File: src/rtl/lbdr_pkg.sv
// Shared definitions for the LBDR router slice.
//   - flit type encodings (one-hot)
//   - output port indices into port_req {L,S,W,E,N}; N/E/W/S indices double
//     as bit positions in the connectivity vector {Cs,Cw,Ce,Cn}
//   - bit positions inside the routing vector {Rsw,Rse,Rws,Rwn,Res,Ren,Rnw,Rne}
//   - FSM state encoding
// Optional feature macro used by lbdr_param: LBDR_DEROUTE_EN.
package lbdr_pkg;

    localparam logic [2:0] FLIT_HEADER = 3'b001;
    localparam logic [2:0] FLIT_BODY   = 3'b010;
    localparam logic [2:0] FLIT_TAIL   = 3'b100;

    localparam int PORT_N = 0;
    localparam int PORT_E = 1;
    localparam int PORT_W = 2;
    localparam int PORT_S = 3;
    localparam int PORT_L = 4;

    localparam int RXY_NE = 0;
    localparam int RXY_NW = 1;
    localparam int RXY_EN = 2;
    localparam int RXY_ES = 3;
    localparam int RXY_WN = 4;
    localparam int RXY_WS = 5;
    localparam int RXY_SE = 6;
    localparam int RXY_SW = 7;

    typedef enum logic [1:0] {
        ST_IDLE  = 2'd0,
        ST_ROUTE = 2'd1,
        ST_DROP  = 2'd2
    } lbdr_state_e;

endpackage

File: src/rtl/lbdr_route_calc.sv
// Combinational LBDR minimal-route computation.
// Ports:
//   cur_addr_i  router address {y,x}
//   dst_addr_i  destination address {y,x}
//   rxy_i       routing bits {Rsw,Rse,Rws,Rwn,Res,Ren,Rnw,Rne}
//   cx_i        connectivity bits {Cs,Cw,Ce,Cn}
//   port_req_o  candidate ports {L,S,W,E,N}; all zero means unroutable
module lbdr_route_calc
    import lbdr_pkg::*;
#(
    parameter int  X_W    = 2,
    parameter int  Y_W    = 2,
    localparam int ADDR_W = X_W + Y_W
) (
    input  logic [ADDR_W-1:0] cur_addr_i,
    input  logic [ADDR_W-1:0] dst_addr_i,
    input  logic [7:0]        rxy_i,
    input  logic [3:0]        cx_i,
    output logic [4:0]        port_req_o
);

    logic [X_W-1:0] x_cur;
    logic [X_W-1:0] x_dst;
    logic [Y_W-1:0] y_cur;
    logic [Y_W-1:0] y_dst;
    logic           n1;
    logic           s1;
    logic           e1;
    logic           w1;

    assign x_cur = cur_addr_i[X_W-1:0];
    assign x_dst = dst_addr_i[X_W-1:0];
    assign y_cur = cur_addr_i[ADDR_W-1:X_W];
    assign y_dst = dst_addr_i[ADDR_W-1:X_W];

    // North is toward smaller y, east toward larger x.
    assign n1 = (y_dst < y_cur);
    assign s1 = (y_cur < y_dst);
    assign e1 = (x_cur < x_dst);
    assign w1 = (x_dst < x_cur);

    always_comb begin
        port_req_o = '0;
        port_req_o[PORT_N] = ((n1 & ~e1 & ~w1) |
                              (n1 &  e1 & rxy_i[RXY_NE]) |
                              (n1 &  w1 & rxy_i[RXY_NW])) & cx_i[PORT_N];
        port_req_o[PORT_E] = ((e1 & ~n1 & ~s1) |
                              (e1 &  n1 & rxy_i[RXY_EN]) |
                              (e1 &  s1 & rxy_i[RXY_ES])) & cx_i[PORT_E];
        port_req_o[PORT_W] = ((w1 & ~n1 & ~s1) |
                              (w1 &  n1 & rxy_i[RXY_WN]) |
                              (w1 &  s1 & rxy_i[RXY_WS])) & cx_i[PORT_W];
        port_req_o[PORT_S] = ((s1 & ~e1 & ~w1) |
                              (s1 &  e1 & rxy_i[RXY_SE]) |
                              (s1 &  w1 & rxy_i[RXY_SW])) & cx_i[PORT_S];
        port_req_o[PORT_L] = ~n1 & ~e1 & ~w1 & ~s1;
    end

endmodule

File: src/rtl/lbdr_param.sv
// LBDR routing controller: configuration registers plus packet FSM.
// Latches the output port when a header arrives and holds it until the tail
// flit is consumed. Unroutable headers are dropped (or, when LBDR_DEROUTE_EN
// is defined, sent to the configured deroute port if it is connected).
// Ports:
//   clk_i, rst_ni      clock, asynchronous active-low reset
//   empty_i            input FIFO empty; flit fields invalid when 1
//   flit_id_i          flit type HEADER/BODY/TAIL
//   dst_addr_i         destination {y,x}, valid with HEADER
//   rd_en_i            current flit consumed this cycle
//   cfg_we_i           configuration write strobe (honoured in IDLE only)
//   cfg_rxy_i          routing bits
//   cfg_cx_i           connectivity bits
//   cfg_dr_i           deroute port 0=N 1=E 2=W 3=S
//   cfg_cur_addr_i     router address
//   port_req_o         registered {L,S,W,E,N} request
//   route_valid_o      port_req_o valid for current packet
//   discard_o          packet being dropped
//   drop_o             one-cycle pulse on unroutable header
//   err_o              sticky protocol error
//
// state    | meaning
// ---------+-----------------------------------------------
// ST_IDLE  | waiting for a header; config writes accepted
// ST_ROUTE | port latched, holding until tail is consumed
// ST_DROP  | discarding packet until tail is consumed
module lbdr_param
    import lbdr_pkg::*;
#(
    parameter int                X_W          = 2,
    parameter int                Y_W          = 2,
    localparam int               ADDR_W       = X_W + Y_W,
    parameter logic [7:0]        RXY_RST      = 8'd60,
    parameter logic [3:0]        CX_RST       = 4'hF,
    parameter logic [ADDR_W-1:0] CUR_ADDR_RST = ADDR_W'(5),
    parameter logic [1:0]        DR_RST       = 2'd0
) (
    input  logic              clk_i,
    input  logic              rst_ni,
    input  logic              empty_i,
    input  logic [2:0]        flit_id_i,
    input  logic [ADDR_W-1:0] dst_addr_i,
    input  logic              rd_en_i,
    input  logic              cfg_we_i,
    input  logic [7:0]        cfg_rxy_i,
    input  logic [3:0]        cfg_cx_i,
    input  logic [1:0]        cfg_dr_i,
    input  logic [ADDR_W-1:0] cfg_cur_addr_i,
    output logic [4:0]        port_req_o,
    output logic              route_valid_o,
    output logic              discard_o,
    output logic              drop_o,
    output logic              err_o
);

    lbdr_state_e       state_q, state_d;
    logic [4:0]        port_req_q, port_req_d;
    logic              route_valid_q, route_valid_d;
    logic              discard_q, discard_d;
    logic              drop_q, drop_d;
    logic              err_q, err_d;

    logic [7:0]        rxy_q, rxy_d;
    logic [3:0]        cx_q, cx_d;
    logic [ADDR_W-1:0] cur_addr_q, cur_addr_d;

    logic [4:0]        min_req;
    logic [4:0]        deroute_req;
    logic              deroute_ok;

    logic              hdr_in;
    logic              body_tail_in;
    logic              tail_pop;

    // Route uses the registered config, so a header arriving with cfg_we
    // routes with the old values.
    lbdr_route_calc #(
        .X_W (X_W),
        .Y_W (Y_W)
    ) u_route_calc (
        .cur_addr_i (cur_addr_q),
        .dst_addr_i (dst_addr_i),
        .rxy_i      (rxy_q),
        .cx_i       (cx_q),
        .port_req_o (min_req)
    );

`ifdef LBDR_DEROUTE_EN
    logic [1:0] dr_q, dr_d;

    always_comb begin
        dr_d = dr_q;
        if (cfg_we_i && (state_q == ST_IDLE)) begin
            dr_d = cfg_dr_i;
        end
    end

    always_ff @(posedge clk_i or negedge rst_ni) begin
        if (!rst_ni) begin
            dr_q <= DR_RST;
        end else begin
            dr_q <= dr_d;
        end
    end

    // Deroute port index matches the Cx bit position, so one index serves both.
    always_comb begin
        deroute_req        = '0;
        deroute_req[dr_q]  = 1'b1;
        deroute_ok         = cx_q[dr_q];
    end
`else
    logic unused_dr;

    assign unused_dr   = ^{cfg_dr_i, DR_RST};
    assign deroute_req = '0;
    assign deroute_ok  = 1'b0;
`endif

    assign hdr_in       = !empty_i && (flit_id_i == FLIT_HEADER);
    assign body_tail_in = !empty_i && ((flit_id_i == FLIT_BODY) || (flit_id_i == FLIT_TAIL));
    assign tail_pop     = !empty_i && (flit_id_i == FLIT_TAIL) && rd_en_i;

    always_comb begin
        rxy_d      = rxy_q;
        cx_d       = cx_q;
        cur_addr_d = cur_addr_q;
        if (cfg_we_i && (state_q == ST_IDLE)) begin
            rxy_d      = cfg_rxy_i;
            cx_d       = cfg_cx_i;
            cur_addr_d = cfg_cur_addr_i;
        end
    end

    always_comb begin
        state_d       = state_q;
        port_req_d    = port_req_q;
        route_valid_d = route_valid_q;
        discard_d     = discard_q;
        drop_d        = 1'b0;
        err_d         = err_q;

        case (state_q)
            ST_IDLE: begin
                if (hdr_in) begin
                    if (|min_req) begin
                        state_d       = ST_ROUTE;
                        port_req_d    = min_req;
                        route_valid_d = 1'b1;
                    end else if (deroute_ok) begin
                        state_d       = ST_ROUTE;
                        port_req_d    = deroute_req;
                        route_valid_d = 1'b1;
                    end else begin
                        state_d   = ST_DROP;
                        drop_d    = 1'b1;
                        discard_d = 1'b1;
                    end
                end else if (body_tail_in) begin
                    err_d = 1'b1;
                end
            end
            ST_ROUTE: begin
                if (hdr_in) begin
                    err_d = 1'b1;
                end else if (tail_pop) begin
                    state_d       = ST_IDLE;
                    port_req_d    = '0;
                    route_valid_d = 1'b0;
                end
            end
            ST_DROP: begin
                if (hdr_in) begin
                    err_d = 1'b1;
                end else if (tail_pop) begin
                    state_d   = ST_IDLE;
                    discard_d = 1'b0;
                end
            end
            default: begin
                state_d       = ST_IDLE;
                port_req_d    = '0;
                route_valid_d = 1'b0;
                discard_d     = 1'b0;
            end
        endcase
    end

    always_ff @(posedge clk_i or negedge rst_ni) begin
        if (!rst_ni) begin
            state_q       <= ST_IDLE;
            port_req_q    <= '0;
            route_valid_q <= 1'b0;
            discard_q     <= 1'b0;
            drop_q        <= 1'b0;
            err_q         <= 1'b0;
            rxy_q         <= RXY_RST;
            cx_q          <= CX_RST;
            cur_addr_q    <= CUR_ADDR_RST;
        end else begin
            state_q       <= state_d;
            port_req_q    <= port_req_d;
            route_valid_q <= route_valid_d;
            discard_q     <= discard_d;
            drop_q        <= drop_d;
            err_q         <= err_d;
            rxy_q         <= rxy_d;
            cx_q          <= cx_d;
            cur_addr_q    <= cur_addr_d;
        end
    end

    assign port_req_o    = port_req_q;
    assign route_valid_o = route_valid_q;
    assign discard_o     = discard_q;
    assign drop_o        = drop_q;
    assign err_o         = err_q;

endmodule
File: config.mk
export PLATFORM = sky130hd
export DESIGN_NAME = lbdr_param
export DESIGN_NICKNAME = d
export VERILOG_FILES = /design/src/rtl/lbdr_pkg.sv /design/src/rtl/lbdr_route_calc.sv /design/src/rtl/lbdr_param.sv
export SDC_FILE = /design/constraint.sdc
export NUM_CORES = 1
export LEC_CHECK = 0
export BUFFER_PORTS_ARGS = -buffer_cell sky130_fd_sc_hd__buf_4
export CORE_MARGIN = 2
export CORE_UTILIZATION = 50
export DETAILED_ROUTE_END_ITERATION = 8
export HOLD_SLACK_MARGIN = 0.03
export PLACE_DENSITY = 0.88
export SETUP_SLACK_MARGIN = 0.4
export SLEW_MARGIN = 20
export SYNTH_ARGS = -nofsm -noshare
export SYNTH_HDL_FRONTEND = slang
export SYNTH_SLANG_ARGS = --single-unit
File: constraint.sdc
create_clock -name clk_i -period 3 [get_ports clk_i]
set_input_delay 0.15 -clock clk_i [delete_from_list [all_inputs] [get_ports clk_i]]
set_output_delay 0.15 -clock clk_i [all_outputs]
set_load 0.01 [all_outputs]
Word level (Yosys, flattened, before mapping)
Cells that the tools add are included.
{ "word_totals": {"regBits": 27, "word_cells": 111} }
{ "op_classes": {"n_lt_le_gt_ge": 4, "n_eq_ne": 17, "mux": 25, "n_bitwise": 41, "reduce_logical": 15} }
{ "op_table": {"columns": ["operator", "n"], "rows": [
  ["$and 1x1->1", 27],
  ["$mux 5", 4],
  ["$ne 2x2->1 const B", 9],
  ["$pmux 5 s3", 1],
  ["$mux 1", 12],
  ["$reduce_and 5->1", 2],
  ["$lt 2x2->1", 4],
  ["$mux 2", 4],
  ["$or 1x1->1", 8],
  ["$ne 2x1->1 const B", 3],
  ["$not 1->1", 6],
  ["$pmux 1 s3", 2],
  ["$logic_and 1x1->1", 5],
  ["$reduce_or 5->1", 1],
  ["$pmux 2 s2", 1],
  ["$reduce_and 4->1", 1],
  ["$eq 3x1->1 const B", 1],
  ["$eq 3x2->1 const B", 1],
  ["$eq 3x3->1 const B", 1],
  ["$reduce_and 3->1", 1],
  ["$eq 2x1->1 const B", 1],
  ["$eq 2x2->1 const B", 1],
  ["$logic_not 2->1", 1],
  ["$pmux 1 s2", 1],
  ["4 further kinds", 4]
]} }

Logic depth before layout (Yosys ltp)
Gate-level depths: netlist of run 1.
{ "depth": {"depth_word": 11, "mapped_depth": 8, "ltp_nobuf": 7} }

Hierarchy
A second synthesis of run 1 with hierarchy kept.
{ "hier_totals": {"hier_cells": 119, "area_unflattened_um2": 1422.6} }
{ "modules_own_cells": {"columns": ["mod", "instances", "cells_per_inst", "area_per_inst_um2"], "rows": [
  ["lbdr_param", 1, 84, 1158.6],
  ["lbdr_route_calc", 1, 35, 264.0]
]} }

Least setup slack after synthesis of run 1
OpenSTA, ideal clock, no wires.
{ "synth_timing": {"kind": "register to register", "from": "register cur_addr_q[3]", "to": "register state_q[0]", "arrival_time_ns": 2.113, "required_ns": 2.879, "path_slack_ns": 0.766, "path_stages_with_launch": 8, "cell_sequence": "dfrtp_1 -> ha_1 -> nor2b_1 -> or3_1 -> a41o_1 -> or4_1 -> buf_2 -> a22o_1"} }
{ "synth_via": {"elab_chain_cells": 11, "word_cells_on_any_way": 43, "cone_classes": "order compare: 2; mux: 3; bitwise: 37; reduce/logical: 1"} }
{ "synth_lines": {"columns": ["element", "line_no", "rtl"], "rows": [
  ["start, declared", "lbdr_param.sv:65", "logic [ADDR_W-1:0] cur_addr_q, cur_addr_d;"],
  ["start signal, assigned", "lbdr_param.sv:209", "cur_addr_q <= cur_addr_d;"],
  ["$lt 2x2->1", "lbdr_route_calc.sv:37", "assign n1 = (y_dst < y_cur);"],
  ["$not 1->1", "lbdr_route_calc.sv:47, lbdr_route_calc.sv:50, lbdr_route_calc.sv:56", null],
  ["$and 1x1->1, on equally long branches (2 in series)", "lbdr_route_calc.sv:47, lbdr_route_calc.sv:50", null],
  ["$or 1x1->1, on equally long branches", "lbdr_route_calc.sv:47, lbdr_route_calc.sv:50", null],
  ["$or 1x1->1, on equally long branches", "lbdr_route_calc.sv:48, lbdr_route_calc.sv:51", null],
  ["$and 1x1->1, on equally long branches", "lbdr_route_calc.sv:49, lbdr_route_calc.sv:52", null],
  ["$reduce_or 5->1 (*)", "lbdr_param.sv:146", "if (|min_req) begin"],
  ["$mux 2 (*)", "lbdr_param.sv:146", null],
  ["$mux 2 (*)", "lbdr_param.sv:145", "if (hdr_in) begin"],
  ["$pmux 2 s2 (*)", "lbdr_param.sv:143", "case (state_q)"],
  ["end signal, assigned", "lbdr_param.sv:201", "state_q <= state_d;"],
  ["end, declared", "lbdr_param.sv:56", "lbdr_state_e state_q, state_d;"]
]} }
Mark *: on every way between the ends. The rest lies on a longest branch, timed or not. The select of a mux whose other input is x is not followed.
A chain may end at the register's enable or synchronous reset.

Final worst setup path of run 1
{ "layout_timing": {"from": "register cur_addr_q[3]", "to": "register port_req_q[3] (netlist: port_req_o[3])"} }
{ "layout_via": {"elab_chain_cells": 10, "word_cells_on_any_way": 45, "cone_classes": "order compare: 2; eq/ne: 1; mux: 3; bitwise: 37; reduce/logical: 2"} }
{ "layout_lines": {"columns": ["element", "line_no", "rtl"], "rows": [
  ["$lt 2x2->1", "lbdr_route_calc.sv:37", null],
  ["$not 1->1", "lbdr_route_calc.sv:47, lbdr_route_calc.sv:50, lbdr_route_calc.sv:56", null],
  ["$and 1x1->1, on equally long branches (2 in series)", "lbdr_route_calc.sv:47, lbdr_route_calc.sv:50", null],
  ["$or 1x1->1, on equally long branches", "lbdr_route_calc.sv:47, lbdr_route_calc.sv:50", null],
  ["$or 1x1->1, on equally long branches", "lbdr_route_calc.sv:48, lbdr_route_calc.sv:51", null],
  ["$and 1x1->1, on equally long branches", "lbdr_route_calc.sv:49, lbdr_route_calc.sv:52", null],
  ["$reduce_or 5->1", "lbdr_param.sv:146", null],
  ["$ne 2x1->1 (no line)", null, null],
  ["$reduce_and 5->1 (no line)", null, null],
  ["end signal, assigned", "lbdr_param.sv:202", "port_req_q <= port_req_d;"],
  ["end, declared", "lbdr_param.sv:57", "logic [4:0] port_req_q, port_req_d;"]
]} }
Several ways; a longest one is shown, not always the timed one. The select of a mux whose other input is x is not followed.

==> results of run 1 <==
[state kept, by name (all words and copies together), names as in the netlist, 2 cells and up]
name,flops
state_q,2
cur_addr_q,4
cx_q,4
port_req_o,5
rxy_q,8
[repair_timing]
| item | 4_1_cts | 5_1_grt |
|---|---|---|
| setup endpoints to repair | 0 | 8 |
| hold buffers | 10 | 4 |
| gates resized for setup | 0 | 1 |
| hold endpoints to repair | 36 | 4 |
[metrics by stage]
stage	hold WS, ns	util (%)	instances	worst slack (ns)
3_5_place_dp	0.0783	63.3	204	0.562
3_3_place_gp	0.0747	63.3	204	0.608
5_1_grt	0.0346	69.5	222	0.495
6_report	0.0452	69.5	222	0.646
2_1_floorplan	-0.146	-	143	0.766
4_1_cts	0.0322	67.9	218	0.533
[routing by layer]
metal	up-vias	GRT usage [%]
met5	-	0
met4	0	5.19
met3	9	4.62
met2	47	36.1
met1	586	25.5
li1	612	-
[synth_stat cells (3+ instances only)]
cell	count	area, um2
clkbuf_1	4	15.0
ha_1	7	87.6
dfrtp_1	17	425
nand2_1	22	82.6
a21oi_1	5	25.0
nor4b_1	3	26.3
o21ai_0	4	20.0
mux2_2	17	191
nand3_1	7	35.0
o211ai_1	4	30.0
inv_1	12	45.0
dfstp_2	10	263
[worst max path at each step]
stage                               end  slack (ns)  depth (start not counted)
after floorplan              state_q[0]        0.77                          7
after global placement       state_q[0]        0.61                          6
after detailed placement     state_q[0]        0.56                          6
after CTS                 port_req_o[3]        0.53                          6
after global routing      port_req_o[3]        0.50                          7
final                     port_req_o[3]        0.65                          6
[area by class of cell]
| cell class | instances | area (um2) |
|---|---|---|
| fillers | 219 | 856 |
| clock buffers | 3 | 22.5 |
| flip-flops and latches | 27 | 688 |
| clock inverters | 1 | 7.51 |
| repair buffers | 50 | 410 |
| inverters | 12 | 45.0 |
| multi-input cells | 98 | 737 |
| well taps | 31 | 38.8 |
[worst max-delay path, delay by kind of cell (launching register included)]
family                     cells  cell delay (ns)
AOI/OAI and AO/OA              2             0.49
adders and majority gates      1             0.32
DFF                            1             0.42
and+or+nand+nor                3             1.03
[placed cells by master (no fill, tap or decap), types with 2 or more instances in the layout]
cell type | netlist | layout
a2111oi_0 | 2 | 2
a211o_1 | 2 | 2
a21oi_1 | 5 | 5
buf_4 | 0 | 36
clkbuf_4 | 0 | 3
dfrtp_1 | 17 | 17
dfstp_2 | 10 | 10
dlygate4sd3_1 | 0 | 14
ha_1 | 7 | 7
inv_1 | 12 | 12
mux2_2 | 17 | 17
nand2_1 | 22 | 22
nand3_1 | 7 | 7
nor4b_1 | 3 | 3
o211ai_1 | 4 | 4
o21a_1 | 2 | 2
o21ai_0 | 4 | 4
o221ai_1 | 2 | 2
o311a_1 | 2 | 2
[cell families after synthesis]
family	count (synthesis)	synth area share (%)
AND/OR/NAND/NOR	44	15.2
adder cells (fa/ha/maj)	7	5.87
flip-flops	27	46.1
XOR/XNOR	1	0.587
AO/OA/AOI/OAI	29	14.7
multiplexers	17	12.8
buffers and inverters	18	4.70
[power by group]
| group | total [W] | switching [W] | internal, W |
|---|---|---|---|
| logic | 0.000981 | 0.000509 | 0.000472 |
| clock network | 0.000172 | 0.000121 | 0.0000512 |
| registers | 0.000688 | 0.000109 | 0.000579 |
| total | 0.00184 | 0.000739 | 0.00110 |
==> impl_metrics.py, run 1 <==
metrics = {
    "clocking": {
        "clockBufferDepth": 2,
        "root_buffer": "clkbuf_4",
        "clock_latency_ns": 0.35,
        "postCtsSetupBuffers": 0,
        "numCtsBuffers": 3,
        "clk_pin_slew_ns": 0.17,
        "clock-sinks": 27,
        "cts_tree": "done",
        "htree_levels": 1,
    },
    "worst_setup_path": {
        "crit_required_ns": 3.26,
        "crit_chain": "ha_1 > nor2b_1 > or3_1 > a41o_1 > or4_4 > o211ai_1",
        "endpoint_kind": "flip-flop",
        "reg2reg_from": "cur_addr_q[3]",
        "r2r-end": "port_req_o[3]",
        "path_max_fanout": 10,
        "cp-startpoint": "cur_addr_q[3]",
        "critical_path_class": "reg2reg",
        "critical_path.startpoint_type": "flip-flop",
        "crit_path_top_delay_cell": "or4_4",
        "max_stage_delay_ns": 0.50,
        "crit_arrival_ns": 2.61,
        "reg2regPathDepth": 6,
        "r2r_slack_ns": 0.65,
    },
    "placed_design": {
        "place_congestion": 0.873,
        "place_area_mm2": 0.00178,
        "port_buffers": 36,
        "dp_hpwl_um": 2320,
    },
    "global_routing": {
        "grt_pass1_wl_um": 5380,
        "grt_pass1_vias": 1201,
        "grt_max_degree": 28,
        "grt_usage_pct": 20.5,
        "overflow": 0,
        "antenna_found_initial": 0,
    },
    "sta": {
        "tns_ns": 0,
        "setup-violations-final": 0,
        "fmax_ghz": 0.425,
        "grt_setup_unrepaired": "no",
        "clock_skew_ns": 0.0126,
        "fin_crit_sh_pct": 78.5,
        "hold_viol_final": 0,
        "worst_pin_slew_ns": 0.720,
        "final_max_slew_viol_count": 0,
        "min_period_ns": 2.35,
        "relSlewSlack_pct": 50.8,
    },
    "floorplan": {
        "rows": 19,
        "die_w_um": 58.6,
        "initial_utilization_pct": 53.2,
        "die-area_mm2": 0.00344,
        "ios": 39,
        "core_area_mm2": 0.00281,
        "fp.dieH_um": 58.6,
    },
    "drt": {
        "vias": 1254,
        "drt_iter0_drc": 41,
        "dr.pass1.iters": 8,
        "ant_nets": 0,
        "totalWireLength_um": 3330,
        "wl_met1_um": 1440,
        "dr_wl_met2_um": 1650,
        "drc_errors": 4,
        "dr.max_layer_used": "met4",
        "avgRoutedWirePerCell_um": 15.0,
        "post_drt_via_cell_ratio": 5.65,
        "wl_met3_um": 183,
    },
    "power_and_ir_drop": {
        "ir_drop_mv": 0.622,
        "p_leak_nw": 0.891,
        "finalPower_w": 0.00184,
        "cellPowerDensity_mw_per_mm2": 944,
    },
    "yosys": {
        "ys_types": 36,
        "synth-warning-count": 0,
        "syn_nets": 180,
        "yosys_register_bits": 27,
        "syn_inst": 143,
        "ys.flop_type": "dfrtp_1",
        "syn_area_mm2": 0.00149,
        "synth-edff-count": 0,
        "seq_area_frac_synth_pct": 46.1,
        "synthArstFlopShare_pct": 100,
        "synth.avg_cell_area_um2": 10.4,
    },
    "cells_and_area": {
        "nets": 229,
        "antenna_cells": 0,
        "syn2layout_area_growth_pct": 30.7,
        "final_cell_area_mm2": 0.00195,
        "drive_gt1_share_pct": 35.6,
    },
    "worst_hold_path": {
        "min_to": "rxy_q[3]",
        "hold_class": "in2reg",
        "hp-start": "cfg_rxy_i[3]",
        "hold_depth": 2,
    },
    "job": {
        "max-cap-violations": 0,
    },
    "status": {
        "violations": "DRC",
        "status": "finished with violations",
    },
}
No activity file was read; power rests on OpenSTA's default activity.
==> run 2: changes to the inputs <==
- clock period: 3 -> 2.18 ns (I/O delays scaled with it)
==> run 2 against run 1 <==
The flow finishes with violations (DRC, setup timing). Combinational power up 85%. Sequential cell count unchanged. Die area unchanged. Global-route usage up 3.3 points. Via count up 8.9%. Non-clock buffer count up 19. First-iteration DRC count down 34%. Clock power up 25%.
==> impl_metrics.py, run 2 (synthesis gave the netlist of run 1 again) <==
metrics = {
    "clocking": {
        "clockBufferDepth": 2,
        "clk_pin_slew_ns": 0.14,
        "numCtsBuffers": 3,
        "cts_tree": "done",
        "root_buffer": "clkbuf_4",
        "htree_levels": 1,
        "clock-sinks": 27,
        "clock_latency_ns": 0.32,
    },
    "cells_and_area": {
        "final_cell_area_mm2": 0.00218,
        "layout_common_cells": "buf_4, nand2_1, mux2_2, dfrtp_1, dlygate4sd3_1",
        "fillers": 180,
        "antenna_cells": 0,
        "largest_register_ffs": 8,
        "largest-register": "rxy_q",
        "mostFrequentLayoutCell": "buf_4",
        "nets": 248,
        "drive_gt1_share_pct": 45.2,
        "syn2layout_area_growth_pct": 46.1,
        "finalNonFillerCells": 241,
    },
    "sta": {
        "setup-violations-final": 9,
        "final_max_slew_viol_count": 0,
        "final.setup.worst_slack_ns": -0.138,
        "clock_skew_ns": 0.00335,
        "tns_ns": -0.803,
        "grt_setup_unrepaired": "yes",
        "relSlewSlack_pct": 60.4,
        "fmax_ghz": 0.431,
        "worst_pin_slew_ns": 0.593,
        "fin_crit_sh_pct": 106,
        "hold_viol_final": 0,
        "min_period_ns": 2.32,
    },
    "worst_setup_path": {
        "endpoint_kind": "flip-flop",
        "crit_arrival_ns": 2.55,
        "crit_path_top_delay_cell": "or4_4",
        "critPathTopFamily": "simple AND/OR/NAND/NOR gates",
        "crit_chain": "ha_4 > nor2b_4 > or3_4 > a41o_1 > or4_4 > buf_6 > a22o_1",
        "crit_required_ns": 2.41,
        "critical_path_class": "reg2reg",
        "critical_path.startpoint_type": "flip-flop",
        "worst-path-buf-inv": 1,
        "path_max_fanout": 6,
        "max_stage_delay_ns": 0.56,
    },
    "drt": {
        "dr.pass1.iters": 6,
        "totalWireLength_um": 3820,
        "drc_errors": 4,
        "drt_iter0_drc": 27,
        "avgRoutedWirePerCell_um": 15.9,
        "vias": 1366,
        "ant_nets": 0,
        "post_drt_via_cell_ratio": 5.67,
    },
    "worst_hold_path": {
        "hold_class": "in2reg",
    },
    "floorplan": {
        "ios": 39,
        "core_area_mm2": 0.00281,
        "initial_utilization_pct": 53.2,
        "fp.dieH_um": 58.6,
        "die_w_um": 58.6,
        "rows": 19,
        "die-area_mm2": 0.00344,
    },
    "status": {
        "status": "finished with violations",
        "violations": "DRC, setup timing",
    },
    "placed_design": {
        "place_congestion": 0.810,
        "dp_hpwl_um": 2570,
        "port_buffers": 36,
        "place_inst": 215,
        "place_area_mm2": 0.00189,
    },
    "power_and_ir_drop": {
        "finalPower_w": 0.00298,
        "ir_drop_mv": 0.809,
        "p_leak_nw": 0.997,
        "cellPowerDensity_mw_per_mm2": 1370,
    },
    "global_routing": {
        "grt_max_degree": 28,
        "antenna_found_initial": 0,
        "grt_usage_pct": 23.8,
        "grt_pass1_vias": 1439,
        "overflow": 0,
        "grt_pass1_wl_um": 6280,
    },
    "job": {
        "max-cap-violations": 0,
    },
}
## run 2: changes by cell type in the layout (fill, tap and decap cells not counted), sizes merged
cell / delta
buf: +16
clkinv: +1
clkinvlp: -1
dlygate4sd3: +3
## run 2: what timing repair did
item / 4_1_cts / 5_1_grt
buffers inserted: 2 / 2
resized for setup: 6 / 9
endpoints found under the setup margin: 10 / 26
pin swaps: 1 / 5
gates cloned: 1 / 0
hold buffers: 17 / 0
endpoints found under the hold margin: 43 / 0
## run 2: where the power goes
| group | leakage (nW) | switching (W) | internal [W] |
|---|---|---|---|
| clock network | 0.0177 | 0.000146 | 0.0000688 |
| registers | 0.306 | 0.000162 | 0.000799 |
| logic | 0.673 | 0.000842 | 0.000965 |
| total | 0.997 | 0.00115 | 0.00183 |
## run 2: worst register-to-register path: stages, from the launching register on
cell and delay, ns:
dfrtp_1 0.44, ha_4 0.22, nor2b_4 0.14, or3_4 0.33, a41o_1 0.19, or4_4 0.56, buf_6 0.15, a22o_1 0.20
## run 2: final timing paths
check / from / to / slack, ns / cells past startpoint
max: cur_addr_q[3] / state_q[0] / -0.14 / 7
min: empty_i / drop_o / 0.11 / 4
max reg2reg: cur_addr_q[3] / state_q[0] / -0.14 / 7
min reg2reg: err_o / err_o / 0.52 / 1
max in group asynchronous: rst_ni / rxy_q[5] / 1.67 / 2
min in group asynchronous: rst_ni / rxy_q[7] / 0.21 / 2
## run 2: layer usage
layer	track usage, %	vias up	part of all wire, %
met5	0	-	0
met4	6.82	0	0.21
met3	2.64	2	4.4
met2	45.4	46	56
met1	27.8	663	40
li1	-	655	-
## run 2: stage by stage
step / hold WS [ns] / setup WS (ns) / utilization (%)
6_report: 0.106 / -0.138 / 77.7
3_5_place_dp: 0.0378 / -0.127 / 67.2
4_1_cts: 0.0886 / -0.0772 / 75.9
2_1_floorplan: -0.187 / -0.00281 / -
3_3_place_gp: 0.0303 / -0.0592 / 67.2
5_1_grt: 0.116 / -0.179 / 77.7
## run 2: layout make-up
cell class / count / area [um2] / share of cell area, %
Multi-Input combinational cell: 98 / 811 / 37.2
Timing Repair Buffer: 69 / 568 / 26.1
Clock buffer: 3 / 22.5 / 1.03
Sequential cell: 27 / 688 / 31.6
Clock inverter: 1 / 5.00 / 0.230
Inverter: 12 / 45.0 / 2.07
Tap cell: 31 / 38.8 / 1.78
